## src/rtl/ni_pkg.sv

```systemverilog
// Flit format shared by the NI receiver and the transmit packetizer.
package ni_pkg;

    localparam int FLIT_W    = 18;
    localparam int PAYLOAD_W = 16;
    localparam int TYPE_LSB  = 16;

    localparam logic [1:0] FLIT_BODY = 2'b00;
    localparam logic [1:0] FLIT_HEAD = 2'b01;
    localparam logic [1:0] FLIT_TAIL = 2'b10;
    localparam logic [1:0] FLIT_HT   = 2'b11;

    typedef enum logic [1:0] {
        ST_IDLE,
        ST_RECV,
        ST_DROP,
        ST_DONE
    } rx_state_t;

endpackage

```

## src/rtl/ni_flit_receiver_if.sv

```systemverilog
// Flit channel from the router's local output port into the NI receiver.
interface ni_flit_receiver_if;
    import ni_pkg::*;

    logic [FLIT_W-1:0] flit_in;
    logic              flit_valid;
    logic              flit_ready;

    modport master (output flit_in, output flit_valid, input flit_ready);
    modport slave  (input flit_in, input flit_valid, output flit_ready);

endinterface

```

## src/rtl/ni_flit_decode.sv

```systemverilog
// Combinational split of a flit into type, head fields and data word.
module ni_flit_decode
    import ni_pkg::*;
#(
    parameter int NODE_W = 4,
    parameter int ADDR_W = 12
) (
    input  logic [FLIT_W-1:0]    flit,
    output logic [1:0]           ftype,
    output logic [NODE_W-1:0]    dest,
    output logic [ADDR_W-1:0]    base_addr,
    output logic [PAYLOAD_W-1:0] data
);

    assign ftype     = flit[TYPE_LSB +: 2];
    assign data      = flit[PAYLOAD_W-1:0];
    assign dest      = data[PAYLOAD_W-1 -: NODE_W];
    assign base_addr = data[ADDR_W-1:0];

endmodule

```

## src/rtl/ni_flit_receiver.sv

```systemverilog
// Receive-side network interface: filters packets by destination and writes payload to SRAM.
// Build option NI_CHECKSUM_EN: TAIL carries the XOR of the BODY words instead of data.
module ni_flit_receiver
    import ni_pkg::*;
#(
    parameter int NODE_W  = 4,
    parameter int ADDR_W  = 12,
    parameter int MAX_LEN = 8
) (
    input  logic                 clk,
    input  logic                 reset,
    ni_flit_receiver_if.slave    flit_bus,
    input  logic [NODE_W-1:0]    node_id,
    output logic                 sram_we,
    output logic [ADDR_W-1:0]    sram_addr,
    output logic [PAYLOAD_W-1:0] sram_data_out,
    output logic                 packet_end,
    output logic                 pkt_drop,
    output logic                 pkt_err,
    output logic [7:0]           pkt_count
);

    localparam int LEN_W = $clog2(MAX_LEN + 1);

    rx_state_t            state;
    logic                 flit_ready_r;
    logic                 ovf;
    logic [ADDR_W-1:0]    addr;
    logic [LEN_W-1:0]     len;
`ifdef NI_CHECKSUM_EN
    logic [PAYLOAD_W-1:0] csum;
`endif

    logic [1:0]           ftype;
    logic [NODE_W-1:0]    dest;
    logic [ADDR_W-1:0]    base_addr;
    logic [PAYLOAD_W-1:0] data;
    logic                 accept;
    logic                 is_head;
    logic                 dest_hit;

    ni_flit_decode #(
        .NODE_W (NODE_W),
        .ADDR_W (ADDR_W)
    ) u_decode (
        .flit      (flit_bus.flit_in),
        .ftype     (ftype),
        .dest      (dest),
        .base_addr (base_addr),
        .data      (data)
    );

    assign flit_bus.flit_ready = flit_ready_r;
    assign accept   = flit_bus.flit_valid & flit_ready_r;
    assign is_head  = (ftype == FLIT_HEAD) || (ftype == FLIT_HT);
    assign dest_hit = (dest == node_id);

    // ovf marks a DROP entered by length overflow, so its TAIL reports pkt_err rather than pkt_drop.
    always_ff @(posedge clk or posedge reset) begin
        if (reset) begin
            state         <= ST_IDLE;
            flit_ready_r  <= 1'b0;
            ovf           <= 1'b0;
            addr          <= '0;
            len           <= '0;
`ifdef NI_CHECKSUM_EN
            csum          <= '0;
`endif
            sram_we       <= 1'b0;
            sram_addr     <= '0;
            sram_data_out <= '0;
            packet_end    <= 1'b0;
            pkt_drop      <= 1'b0;
            pkt_err       <= 1'b0;
            pkt_count     <= 8'd0;
        end else begin
            sram_we      <= 1'b0;
            packet_end   <= 1'b0;
            pkt_drop     <= 1'b0;
            pkt_err      <= 1'b0;
            flit_ready_r <= 1'b1;

            if (state == ST_DONE) begin
                packet_end <= 1'b1;
                pkt_count  <= pkt_count + 8'd1;
                state      <= ST_IDLE;
            end else if (accept) begin
                // A head arriving mid-packet aborts the old packet and starts over as if idle.
                if (is_head && state != ST_DROP) begin
                    if (state == ST_RECV) pkt_err <= 1'b1;
                    if (!dest_hit) begin
                        if (ftype == FLIT_HT) begin
                            pkt_drop <= 1'b1;
                            state    <= ST_IDLE;
                        end else begin
                            ovf   <= 1'b0;
                            state <= ST_DROP;
                        end
                    end else if (ftype == FLIT_HT) begin
                        flit_ready_r <= 1'b0;
                        state        <= ST_DONE;
                    end else begin
                        addr  <= base_addr;
                        len   <= '0;
`ifdef NI_CHECKSUM_EN
                        csum  <= '0;
`endif
                        state <= ST_RECV;
                    end
                end else begin
                    case (state)
                        ST_IDLE: pkt_err <= 1'b1;
                        ST_RECV: begin
`ifdef NI_CHECKSUM_EN
                            if (ftype == FLIT_TAIL) begin
                                if (csum == data) begin
                                    flit_ready_r <= 1'b0;
                                    state        <= ST_DONE;
                                end else begin
                                    pkt_err <= 1'b1;
                                    state   <= ST_IDLE;
                                end
                            end else if (len == LEN_W'(MAX_LEN)) begin
                                ovf   <= 1'b1;
                                state <= ST_DROP;
                            end else begin
                                sram_we       <= 1'b1;
                                sram_addr     <= addr;
                                sram_data_out <= data;
                                addr          <= addr + 1'b1;
                                len           <= len + 1'b1;
                                csum          <= csum ^ data;
                            end
`else
                            sram_we       <= 1'b1;
                            sram_addr     <= addr;
                            sram_data_out <= data;
                            addr          <= addr + 1'b1;
                            len           <= len + 1'b1;
                            if (ftype == FLIT_TAIL) begin
                                flit_ready_r <= 1'b0;
                                state        <= ST_DONE;
                            end else if (len == LEN_W'(MAX_LEN - 1)) begin
                                // Buffer full with no TAIL yet: the TAIL would be word MAX_LEN+1.
                                ovf   <= 1'b1;
                                state <= ST_DROP;
                            end
`endif
                        end
                        ST_DROP: begin
                            if (ftype == FLIT_TAIL) begin
                                if (ovf) pkt_err  <= 1'b1;
                                else     pkt_drop <= 1'b1;
                                state <= ST_IDLE;
                            end
                        end
                        default: ;
                    endcase
                end
            end
        end
    end

endmodule

```

## src/flat_wrapper.sv

```systemverilog
// flat-port wrapper written by rule: the top's interface ports become plain ports
module ni_flit_receiver_flat import ni_pkg::*;
#(
    parameter int NODE_W  = 4,
    parameter int ADDR_W  = 12,
    parameter int MAX_LEN = 8
)
  (clk, reset, node_id, sram_we, sram_addr, sram_data_out, packet_end, pkt_drop, pkt_err, pkt_count, flit_bus_flit_in, flit_bus_flit_valid, flit_bus_flit_ready);
  ni_flit_receiver_if flit_bus_i ();
  input  logic clk;
  input  logic reset;
  input  logic [NODE_W-1:0] node_id;
  output logic sram_we;
  output logic [ADDR_W-1:0] sram_addr;
  output logic [PAYLOAD_W-1:0] sram_data_out;
  output logic packet_end;
  output logic pkt_drop;
  output logic pkt_err;
  output logic [7:0] pkt_count;
  input wire logic [$bits(flit_bus_i.flit_in)-1:0] flit_bus_flit_in;
  input wire logic [$bits(flit_bus_i.flit_valid)-1:0] flit_bus_flit_valid;
  output wire logic [$bits(flit_bus_i.flit_ready)-1:0] flit_bus_flit_ready;
  assign flit_bus_i.flit_in = flit_bus_flit_in;
  assign flit_bus_i.flit_valid = flit_bus_flit_valid;
  assign flit_bus_flit_ready = flit_bus_i.flit_ready;
  ni_flit_receiver #(.NODE_W(NODE_W), .ADDR_W(ADDR_W), .MAX_LEN(MAX_LEN)) u_core (.clk(clk), .reset(reset), .flit_bus(flit_bus_i), .node_id(node_id), .sram_we(sram_we), .sram_addr(sram_addr), .sram_data_out(sram_data_out), .packet_end(packet_end), .pkt_drop(pkt_drop), .pkt_err(pkt_err), .pkt_count(pkt_count));
endmodule
```

## config.mk

```make
export PLATFORM = sky130hd
export DESIGN_NAME = ni_flit_receiver_flat
export DESIGN_NICKNAME = d
export VERILOG_FILES = /design/src/rtl/ni_pkg.sv /design/src/rtl/ni_flit_receiver_if.sv /design/src/rtl/ni_flit_decode.sv /design/src/rtl/ni_flit_receiver.sv /design/src/flat_wrapper.sv
export SDC_FILE = /design/constraint.sdc
export NUM_CORES = 1
export LEC_CHECK = 0
export ABC_AREA = 1
export BUFFER_PORTS_ARGS = -buffer_cell sky130_fd_sc_hd__buf_2
export CORE_MARGIN = 1
export CORE_UTILIZATION = 30
export DETAILED_ROUTE_END_ITERATION = 10
export PLACE_DENSITY_LB_ADDON = 0.25
export SYNTH_ARGS = -nofsm -noshare
export SYNTH_HDL_FRONTEND = slang
export SYNTH_SLANG_ARGS = --single-unit
```

## constraint.sdc

```tcl
create_clock -name clk -period 2.22 [get_ports clk]
set_input_delay 0 -clock clk [delete_from_list [all_inputs] [get_ports clk]]
set_output_delay 0 -clock clk [all_outputs]
set_load 0.05 [all_outputs]
```

==> After elaboration in Yosys (flattened, before gate mapping) <==
Index checks and enable logic that the tools add are counted.
{ "word_totals": {"inputBits": 25, "output_inout_bits": 41, "register_bits": 60} }
{ "classes": {"reduce_logical": 11, "bitwise_logic": 3, "n_addsub": 3, "n_eq_ne": 15, "n_mux": 50} }
{ "ops": {"columns": ["op", "count"], "rows": [
  ["2-to-1 mux 12 bit", 4],
  ["2-to-1 mux 1 bit", 31],
  ["2-to-1 mux 2 bit", 9],
  ["2-to-1 mux 4 bit", 4],
  ["adder 12 x 1 -> 12 bit, second input constant", 1],
  ["adder 8 x 1 -> 8 bit, second input constant", 1],
  ["== test 2 bit, second input constant", 4],
  ["AND reduction 4 bit", 2],
  ["AND reduction 7 bit", 1],
  ["!= test 2 bit, second input constant", 3],
  ["nonzero test 2 bit", 3],
  ["!= test 5 x 3 -> 1 bit, second input constant", 1],
  ["AND reduction 5 bit", 1],
  ["adder 4 x 1 -> 4 bit, second input constant", 1],
  ["== test 2 x 1 -> 1 bit, second input constant", 2],
  ["== test 4 x 3 -> 1 bit, second input constant", 1],
  ["== test 4 bit", 1],
  ["!= test 2 x 1 -> 1 bit, second input constant", 2],
  ["!= test 4 x 1 -> 1 bit, second input constant", 1],
  ["one-hot mux 2 bit (2 select lines)", 1],
  ["nonzero test 4 bit", 1],
  ["logical NOT 2 bit", 1],
  ["NOT 1 bit", 2],
  ["one-hot mux 1 bit (2 select lines)", 1],
  ["other kinds (3)", 3]
]} }

==> Depth between registers and ports, before layout <==
Gate-level depths: netlist of run 1.
{ "logic_depth": {"depth_word": 7, "ltp_mapped": 11, "depth_no_buf": 11} }

==> By module <==
From an unflattened synthesis of run 1, not the netlist that was laid out.
{ "hier_totals": {"hier_cells": 385, "area_unflattened_um2": 3283.1} }
{ "modules_own_cells": {"columns": ["mod", "cells_each", "seq_area_each_um2", "area_each_um2", "instances"], "rows": [
  ["ni_flit_receiver", 351, 1501.4, 3027.9, 1],
  ["ni_flit_decode", 34, 0.0, 255.2, 1]
]} }

==> Worst setup path before layout of run 1 <==
OpenSTA, ideal clock, no wires.
{ "synth_timing": {"kind": "reg2reg", "startpoint": "register u_core.flit_ready_r, in the netlist u_core.flit_bus.flit_ready", "endpoint": "register u_core.sram_addr[3]", "slack_ps": 507, "arrival_time_ps": 1593, "n_path_buf": 2, "path_stages_with_launch": 10, "required_time_ps": 2100, "path_cell_list": "dfrtp_1 > nand2_1 > nor2_8 > inv_2 > nor3_2 > inv_2 > buf_6 > buf_6 > nand2_1 > o21ai_2"} }
{ "synth_between": {"elab_chain_cells": 2} }
{ "synth_rtl": {"columns": ["element", "line", "text"], "rows": [
  ["start, declared", "ni_flit_receiver.sv:26", "logic flit_ready_r;"],
  ["start signal, assigned", "ni_flit_receiver.sv:62", "flit_ready_r <= 1'b0;"],
  ["start signal, assigned", "ni_flit_receiver.sv:81", "flit_ready_r <= 1'b1;"],
  ["start signal, assigned", "ni_flit_receiver.sv:100", "flit_ready_r <= 1'b0;"],
  ["AND 1 bit", "ni_flit_receiver.sv:54", "assign accept = flit_bus.flit_valid & flit_ready_r;"],
  ["AND reduction 4 bit (no source line)", null, null],
  ["end signal, assigned", "ni_flit_receiver.sv:136", "sram_addr <= addr;"],
  ["end, declared", "ni_flit_receiver.sv:15", "output logic [ADDR_W-1:0] sram_addr,"]
]} }
No other way between the ends.
A chain may end at the register's enable or synchronous reset.

==> Worst setup path in the final report of run 1 <==
{ "layout_timing": {"startpoint": "register u_core.state[0]", "endpoint": "register u_core.sram_addr[10]"} }
{ "layout_between": {"elab_chain_cells": 4, "elab_cells_between_ends": 7, "classes_between": "eq/ne: 3; bitwise: 2; reduce/logical: 2"} }
{ "layout_rtl": {"columns": ["element", "line", "text"], "rows": [
  ["start, declared", "ni_flit_receiver.sv:25", "rx_state_t state;"],
  ["start signal, assigned", "ni_flit_receiver.sv:61", "state <= ST_IDLE;"],
  ["start signal, assigned", "ni_flit_receiver.sv:86", "state <= ST_IDLE;"],
  ["start signal, assigned", "ni_flit_receiver.sv:94", "state <= ST_IDLE;"],
  ["!= test 2 bit", "ni_flit_receiver.sv:89", "if (is_head && state != ST_DROP) begin"],
  ["logical AND 1 bit", "ni_flit_receiver.sv:89", null],
  ["NOT 1 bit (no source line)", null, null],
  ["AND reduction 4 bit (no source line) (*)", null, null]
]} }
Every way passes the cells marked *; elsewhere a longest branch is shown, timed or not.

==> impl_metrics.yaml, run 1 <==
outcome:
  status: "finished clean"
worst_setup_path:
  cp.required_ns: 2.48
  path_max_fanout: 47
  cp.arrival_ns: 2.20
  end_kind: "flip-flop"
  worstSetupStartpointType: "flip-flop"
  r2r.worst_path.cells: 9
  criticalPathCategory: "flip-flop to flip-flop"
power_and_ir_drop:
  static-leakage-power_nw: 2.15
  combPwrFrac_pct: 46.2
  power_density_nw_per_um2: 1370
  switching_share_pct: 47.4
  vdd_drop_max_uv: 515
  switchingPower_w: 0.00256
  power_frac_clock_pct: 20.5
  seqPwrFrac_pct: 33.3
  p_int_w: 0.00284
global_route:
  grtUsageTotal_pct: 13.7
  grt_overflow: 0
  antenna_found_initial: 0
  grt_pass1_vias: 2566
  grt_start_max_net_pins: 48
  grt_pass1_wl_mm: 11.9
timing:
  rsz0062_at_grt: "no"
  slew_violations: 0
  setup_tns_ns: 0
  final.setup_skew_ns: 0.0129
  period_share_pct: 87.3
  finalSetupViolCount: 0
  min_period_ns: 1.94
  slew-limit-headroom_pct: 47.3
  worst_slew_pin_slew_ns: 0.790
  max_freq_mhz: 516
  hold_viol_final: 0
cts:
  clock-root-buffer: "clkbuf_8"
  clock_sinks: 60
  cts_max_level: 3
  clkTransAtPathRegs_ns: 0.07
  worstSkewPairLatency_ns: 0.34
  cts_buffers: 9
  clk_path_buf_depth: 2
  cts_tree: "built"
synthesis:
  synth_mux_area_share_pct: 0
  ys_seq_area_share_pct: 48.0
  syn_area_um2: 3130
  yosys_warnings: 0
  dominantRegCellSynth: "dfrtp_1"
  synth_top_family_by_area: "simple AND/OR/NAND/NOR gates"
  synth_fa_ha_area_share_pct: 3.60
  synth_compound_area_share_pct: 10.4
  avgSynthCellArea_um2: 8.15
  syn_inst: 384
  synth.distinct_cells: 28
  yosys_register_bits: 60
  synth_simple_gate_area_share_pct: 25.7
  synth-xor-area-share_pct: 2.80
  synth_edf_count: 0
  async_flop_share_pct: 100
  syn_nets: 418
placed_design:
  place_congestion: 0.826
  dp_cells: 577
  hpwlAfterDp_mm: 5.05
  io_buffers: 65
drt:
  dr.pass1.iters: 4
  postRouteAntennaNets: 0
  drt_iter0_drc: 106
  wirelength_mm: 7.00
  vias: 2650
  drcViolationCount: 0
  wl_per_cell_um: 11.5
  drt-vias-per-instance: 4.34
hold_path:
  hp-class: "primary input to flip-flop"
  hold_depth: 3
final_layout:
  multiInputGateArea_um2: 1330
  seqCellArea_um2: 1500
  flow.area_growth_from_synthesis_pct: 26.6
  nFillCells: 1041
  insertedDiodeCount: 0
  final_nets: 506
  finalNonFillerCells: 610
  drive_above_1_share_pct: 24.5
flow_run:
  drv_cap: 0
die:
  io_pins: 66
  initial_core_util_pct: 31.4
  num_rows: 36
  die_area_um2: 10800
  die_x_um: 104
  core_area_um2: 9950
  die_y_um: 104
==> placed cells by master, fill, tap and decap left out, types with 3 or more instances in the layout <==
cell,synthesis,final
nand3_1,14,14
nand2_1,146,146
inv_1,44,43
dlygate4sd3_1,0,17
clkbuf_8,0,10
nand4_1,6,6
a21oi_1,6,6
xor2_1,8,8
nand2_2,3,3
dfrtp_1,60,60
o21ai_2,15,15
ha_1,9,9
inv_2,5,6
o21ai_0,17,17
nor3_1,4,4
buf_4,0,7
nor2_1,18,18
o21ai_1,5,5
buf_2,3,65
==> through the flow <==
step,total power [W],instance area [um^2],setup slack (ns),utilization [%],hold WS (ns)
after floorplan,0.00377,3130,0.507,-,0.117
after global placement,0.00428,3560,0.349,35.8,0.156
after detailed placement,0.00433,3560,0.265,35.8,0.161
after CTS,0.00548,3960,0.260,39.8,0.0619
after global routing,0.00578,3960,0.0682,39.8,0.0863
final,0.00541,3960,0.281,39.8,0.0698
==> power by group through the flow <==
stage / sequential [W] / clock (W) / combinational, W
2_1_floorplan: 0.00272 / 0 / 0.00105
4_1_cts: 0.00180 / 0.00114 / 0.00254
6_report: 0.00180 / 0.00111 / 0.00250
3_5_place_dp: 0.00182 / 0 / 0.00251
3_3_place_gp: 0.00181 / 0 / 0.00247
5_1_grt: 0.00186 / 0.00118 / 0.00273
==> synthesized netlist by cell type, drive strengths merged, types with 5 or more instances <==
cell	count	area [um^2]
dfrtp	60	1500
xor2	8	70.1
ha	9	113
nor2	19	87.6
nor3	5	30.0
nand2	150	578
inv	50	190
o21ai	37	241
a21oi	7	46.3
nand3	14	70.1
nand4	6	37.5
buf	11	105
==> registers in the layout (all words and copies together) (netlist names) <==
name,flops
u_core.addr,12
u_core.flit_bus.flit_ready,1
u_core.len,4
u_core.ovf,1
u_core.packet_end,1
u_core.pkt_count,8
u_core.pkt_drop,1
u_core.pkt_err,1
u_core.sram_addr,12
u_core.sram_data_out,16
u_core.sram_we,1
u_core.state,2
==> logic make-up after synthesis <==
logic type,Yosys count
compound gates,49
xor+xnor,10
fa+ha+maj,9
buf+inv,62
flops,60
simple gates,194
==> final cells by class <==
class | instances | area share, %
clock buffers | 10 | 3.48
clock inverters | 6 | 2.21
repair buffers | 89 | 13.8
flip-flops and latches | 60 | 37.9
inverters | 50 | 4.80
multi-input cells | 262 | 33.5
well taps | 133 | 4.20
==> path summary, 6_finish.rpt <==
check | slack (ns) | end | start
max reg2reg | 0.28 | u_core.sram_addr[10] | u_core.state[0]
max | 0.28 | u_core.sram_addr[10] | u_core.state[0]
min reg2reg | 0.47 | u_core.sram_data_out[0] | u_core.sram_data_out[0]
max in group asynchronous | 1.22 | u_core.sram_addr[8] | reset
min in group asynchronous | 0.30 | u_core.sram_data_out[8] | reset
min | 0.07 | u_core.pkt_err | flit_bus_flit_in[16]
==> layer usage <==
layer	routed length, um	share of wire, %	GRT usage (%)
met1	3230	46	16.4
met2	3420	49	23.9
met3	252	3.6	3.26
met4	100	1.4	4.80
met5	0	0	0
==> what timing repair did <==
action	CTS	global route
hold endpoints to repair	50	0
setup endpoints to repair	0	0
buffers inserted	0	0
hold buffers	17	0
gates resized for setup	0	0
==> critical path: stages, from the launching register on <==
cell and delay, ns:
dfrtp_1 0.39, inv_1 0.09, ha_1 0.21, inv_1 0.09, nand2_2 0.11, inv_2 0.08
nor3_2 0.05, inv_2 0.56, nand2_1 0.17, o21ai_2 0.09
(Power assumes the default switching activity.)
==> run 2: changes to the inputs <==
CORE_ASPECT_RATIO = 0.7   (was unset)
==> impl_metrics.yaml, run 2 (same netlist as run 1, synthesis figures left out) <==
cts:
  clock-root-buffer: "clkbuf_16"
  cts_max_level: 3
  clkTransAtPathRegs_ns: 0.06
  cts_resized: 0
  hold_buffers: 17
  cts_setup_buffers: 0
  clock_sinks: 60
  worstSkewPairLatency_ns: 0.32
  cts_tree: "built"
  cts_buffers: 9
  clk_path_buf_depth: 2
worst_setup_path:
  r2r.worst_path.cells: 9
  cp.arrival_ns: 2.14
  criticalPathCategory: "flip-flop to flip-flop"
  path_max_fanout: 47
  cp.required_ns: 2.46
  end_kind: "flip-flop"
  worstSetupStartpointType: "flip-flop"
hold_path:
  hp-class: "primary input to flip-flop"
  hold_depth: 5
final_layout:
  multiInputGateArea_um2: 1330
  fin_util_pct: 40.5
  final_cell_mix: "146 x nand2_1, 65 x buf_2, 60 x dfrtp_1"
  insertedDiodeCount: 0
  seqCellArea_um2: 1500
  flow.area_growth_from_synthesis_pct: 28.3
  final_nets: 505
  final_common_cell: "nand2_1"
  largest-register: "u_core.sram_data_out"
  largest_register_ffs: 16
  drive_above_1_share_pct: 24.0
  nFillCells: 1045
  reg.largest.list: "u_core.sram_data_out x16, u_core.addr x12, u_core.sram_addr x12"
drt:
  drt_iter0_drc: 156
  vias: 2696
  postRouteAntennaNets: 0
  wirelength_mm: 7.37
  drt-vias-per-instance: 4.47
  wl_per_cell_um: 12.2
  drcViolationCount: 0
  dr.pass1.iters: 5
die:
  initial_core_util_pct: 31.6
  die_x_um: 124
  num_rows: 30
  die_y_um: 87.4
  die_area_um2: 10800
  core_area_um2: 9910
  io_pins: 66
timing:
  slew_violations: 0
  period_share_pct: 85.2
  rsz0062_at_grt: "no"
  max_freq_mhz: 528
  finalSetupViolCount: 0
  worst_slew_pin_slew_ns: 0.800
  slew-limit-headroom_pct: 46.6
  min_period_ns: 1.89
  setup_tns_ns: 0
  hold-worst-slack_ns: 0.168
  hold_viol_final: 0
  final.setup_skew_ns: 0.00785
power_and_ir_drop:
  power_frac_clock_pct: 24.0
  seqPwrFrac_pct: 31.7
  switchingPower_w: 0.00264
  combPwrFrac_pct: 44.2
  switching_share_pct: 46.2
  vdd_drop_max_uv: 386
  static-leakage-power_nw: 2.17
  p_int_w: 0.00307
  power_density_nw_per_um2: 1420
global_route:
  grt_pass1_vias: 2601
  grt_pass1_wl_mm: 12.2
  antenna_found_initial: 0
  grt_start_max_net_pins: 61
  grt_overflow: 0
  grtUsageTotal_pct: 14.9
outcome:
  status: "finished clean"
placed_design:
  place_congestion: 0.798
  hpwlAfterDp_mm: 5.25
  io_buffers: 65
flow_run:
  drv_cap: 0
run 2: worst paths after layout:
check / from / to / slack [ns]
worst max register to register: u_core.state[0] / u_core.sram_addr[6] / 0.33
worst min register to register: u_core.sram_data_out[8] / u_core.sram_data_out[8] / 0.47
max in group asynchronous: reset / u_core.sram_addr[3] / 1.27
min in group asynchronous: reset / u_core.pkt_count[7] / 0.44
worst max-delay path: u_core.state[0] / u_core.sram_addr[6] / 0.33
worst min-delay path: flit_bus_flit_in[16] / u_core.state[1] / 0.17
run 2: area by class of cell:
cell class	count	share of cell area (%)
clock buffers	11	6.05
repair buffers	88	13.5
multi-input cells	262	33.1
flip-flops and latches	60	37.4
inverters	50	4.74
well taps	128	3.99
clock inverters	4	1.25
run 2: routing by layer:
| layer | vias to the layer above | track usage, % | share of wire, % |
|---|---|---|---|
| met4 | 0 | 3.46 | 0.46 |
| met5 | - | 0 | 0 |
| met3 | 4 | 5.04 | 5.2 |
| li1 | 1370 | - | - |
| met1 | 1257 | 19.3 | 49 |
| met2 | 65 | 24.0 | 46 |
run 2: per-stage QoR:
stage	instance area (um^2)	setup WS, ns	std cells	power (W)
2_1_floorplan	3130	0.507	384	0.00377
3_3_place_gp	3550	0.386	571	0.00430
3_5_place_dp	3550	0.333	571	0.00434
4_1_cts	4010	0.312	603	0.00577
5_1_grt	4010	0.137	603	0.00611
6_report	4010	0.328	603	0.00571
run 2: power by group through the flow:
stage	combinational [W]	clock [W]	sequential, W
6_report	0.00252	0.00137	0.00181
5_1_grt	0.00278	0.00147	0.00187
4_1_cts	0.00255	0.00140	0.00182
3_5_place_dp	0.00252	0	0.00183
3_3_place_gp	0.00247	0	0.00183
2_1_floorplan	0.00105	0	0.00272
run 2: worst max-delay path, cell delays in order, from the launching register on:
cell,delay (ns)
dfrtp_1,0.39
inv_1,0.10
ha_1,0.21
inv_1,0.08
nand2_2,0.07
inv_2,0.06
nor3_2,0.05
inv_2,0.59
nand2_1,0.17
o21ai_2,0.09
==> run 3: changes to the inputs <==
CELL_PAD_IN_SITES_DETAIL_PLACEMENT = 1   (was unset)
CELL_PAD_IN_SITES_GLOBAL_PLACEMENT = 1   (was unset)
clock period = 2.2 ns   (was 2.22 ns; I/O delays follow)
==> impl_metrics.yaml, run 3 (same netlist as run 1, synthesis figures left out) <==
worst_setup_path:
  r2r_slack_ns: 0.24
  worstSetupStartpointType: "flip-flop"
  reg2reg_from: "u_core.state[0]"
  path_max_fanout: 47
  crit_path_top_delay_cell: "inv_2"
  cp_slowest_stage_delay_ns: 0.59
  cp.arrival_ns: 2.20
  r2r_end: "u_core.sram_addr[7]"
  cp.required_ns: 2.44
  end_kind: "flip-flop"
  cp.buffers_inverters: 4
  criticalPathCategory: "flip-flop to flip-flop"
  r2r.worst_path.cells: 9
  cp_cell_sequence: "inv_1 -> ha_1 -> inv_1 -> nand2_2 -> inv_2 -> nor3_2 -> inv_2 -> nand2_1 -> o21ai_2"
  crit_family: "buffers and inverters"
global_route:
  grt_start_max_net_pins: 48
  top_usage_layer: "met2"
  met3_usage_pct: 5.37
  met2_usage_pct: 26.8
  grt_pass1_vias: 2869
  grt_pass1_wl_mm: 13.8
  grt_overflow: 0
  antenna_found_initial: 0
  grtUsageTotal_pct: 16.9
  grtUsageMet1_pct: 21.9
timing:
  period_share_pct: 89.0
  worst_slew_pin_slew_ns: 0.832
  hold-worst-slack_ns: 0.174
  setup_tns_ns: 0
  hold_viol_final: 0
  final.setup_skew_ns: 0.00874
  finalSetupViolCount: 0
  rsz0062_at_grt: "no"
  min_period_ns: 1.96
  max_freq_mhz: 511
  slew_violations: 0
  slew-limit-headroom_pct: 44.5
final_layout:
  final_cell_mix: "146 x nand2_1, 65 x buf_2, 60 x dfrtp_1"
  final_common_cell: "nand2_1"
  flow.area_growth_from_synthesis_pct: 29.6
  insertedDiodeCount: 0
  final_nets: 505
  largest_register_ffs: 16
  largest-register: "u_core.sram_data_out"
  nFillCells: 1256
  drive_above_1_share_pct: 24.4
  reg.largest.list: "u_core.sram_data_out x16, u_core.addr x12, u_core.sram_addr x12"
hold_path:
  worstHoldEndpoint: "u_core.flit_bus.flit_ready"
  hp-class: "primary input to flip-flop"
  hold_start: "flit_bus_flit_in[17]"
  hold_depth: 6
cts:
  clkTransAtPathRegs_ns: 0.05
  cts_tree: "built"
  clock-root-buffer: "clkbuf_16"
  cts_setup_buffers: 0
  cts_buffers: 9
  clk_path_buf_depth: 2
  cts_max_level: 3
  clock_sinks: 60
  worstSkewPairLatency_ns: 0.33
drt:
  drt_iter0_drc: 135
  postRouteAntennaNets: 0
  wl_per_cell_um: 13.7
  drt-vias-per-instance: 4.50
  vias: 2715
  wirelength_mm: 8.25
  dr.pass1.iters: 4
  drcViolationCount: 0
placed_design:
  io_buffers: 65
  place_congestion: 0.799
  hpwlAfterDp_mm: 6.08
die:
  die_y_um: 87.4
  io_pins: 66
  die_x_um: 124
  initial_core_util_pct: 31.6
  core_area_um2: 9910
  die_area_um2: 10800
  num_rows: 30
power_and_ir_drop:
  vdd_drop_max_uv: 505
  power_density_nw_per_um2: 1450
  static-leakage-power_nw: 2.19
  p_total_w: 0.00590
flow_run:
  drv_cap: 0
outcome:
  status: "finished clean"
run 3: changes by cell type in the layout (fill, tap and decap cells not counted), sizes merged:
cell / delta
clkinvlp: -1
clkbuf: +2
run 3: power by group:
group | internal [W] | total [W] | switching [W]
sequential | 0.00152 | 0.00184 | 0.000317
combinational | 0.000679 | 0.00257 | 0.00189
clock | 0.000997 | 0.00148 | 0.000486
total | 0.00320 | 0.00590 | 0.00269
run 3: worst register-to-register path: stages, from the launching register on:
cell	delay, ns
dfrtp_1	0.40
inv_1	0.10
ha_1	0.23
inv_1	0.09
nand2_2	0.06
inv_2	0.07
nor3_2	0.05
inv_2	0.59
nand2_1	0.20
o21ai_2	0.10
run 3: worst max path at each step:
stage,from,end,cells after the start
after floorplan,u_core.flit_bus.flit_ready,u_core.sram_addr[3],9
after global placement,u_core.state[0],u_core.sram_addr[9],9
after detailed placement,u_core.state[0],u_core.sram_data_out[1],8
after CTS,u_core.state[0],u_core.sram_addr[11],8
after global routing,u_core.state[1],u_core.sram_data_out[9],6
final,u_core.state[0],u_core.sram_addr[7],9
run 3: what timing repair did:
| action | in CTS | in global routing |
|---|---|---|
| gates resized for setup | 0 | 0 |
| hold endpoints to repair | 46 | 0 |
| hold buffers | 17 | 0 |
run 3: layout make-up:
| cell class | instances | area, um^2 | area share [%] |
|---|---|---|---|
| multi-input cells | 262 | 1330 | 32.7 |
| flip-flops and latches | 60 | 1500 | 37.0 |
| well taps | 128 | 160 | 3.95 |
| clock inverters | 3 | 42.5 | 1.05 |
| inverters | 50 | 190 | 4.69 |
| clock buffers | 13 | 280 | 6.91 |
| repair buffers | 88 | 553 | 13.6 |
run 3: per-layer routing:
metal | share of wire, % | routed length (um)
met1 | 50 | 4160
met2 | 44 | 3660
met3 | 4.1 | 342
met4 | 0.99 | 82
met5 | 0 | 0
run 3: stage by stage:
step,std cells,setup slack (ns),util (%),area (um^2)
floorplan,384,0.487,-,3130
detailed placement,571,0.233,35.9,3560
CTS,604,0.229,40.9,4060
global placement,571,0.293,35.9,3560
global route,604,0.0279,40.9,4060
finish,604,0.243,40.9,4060
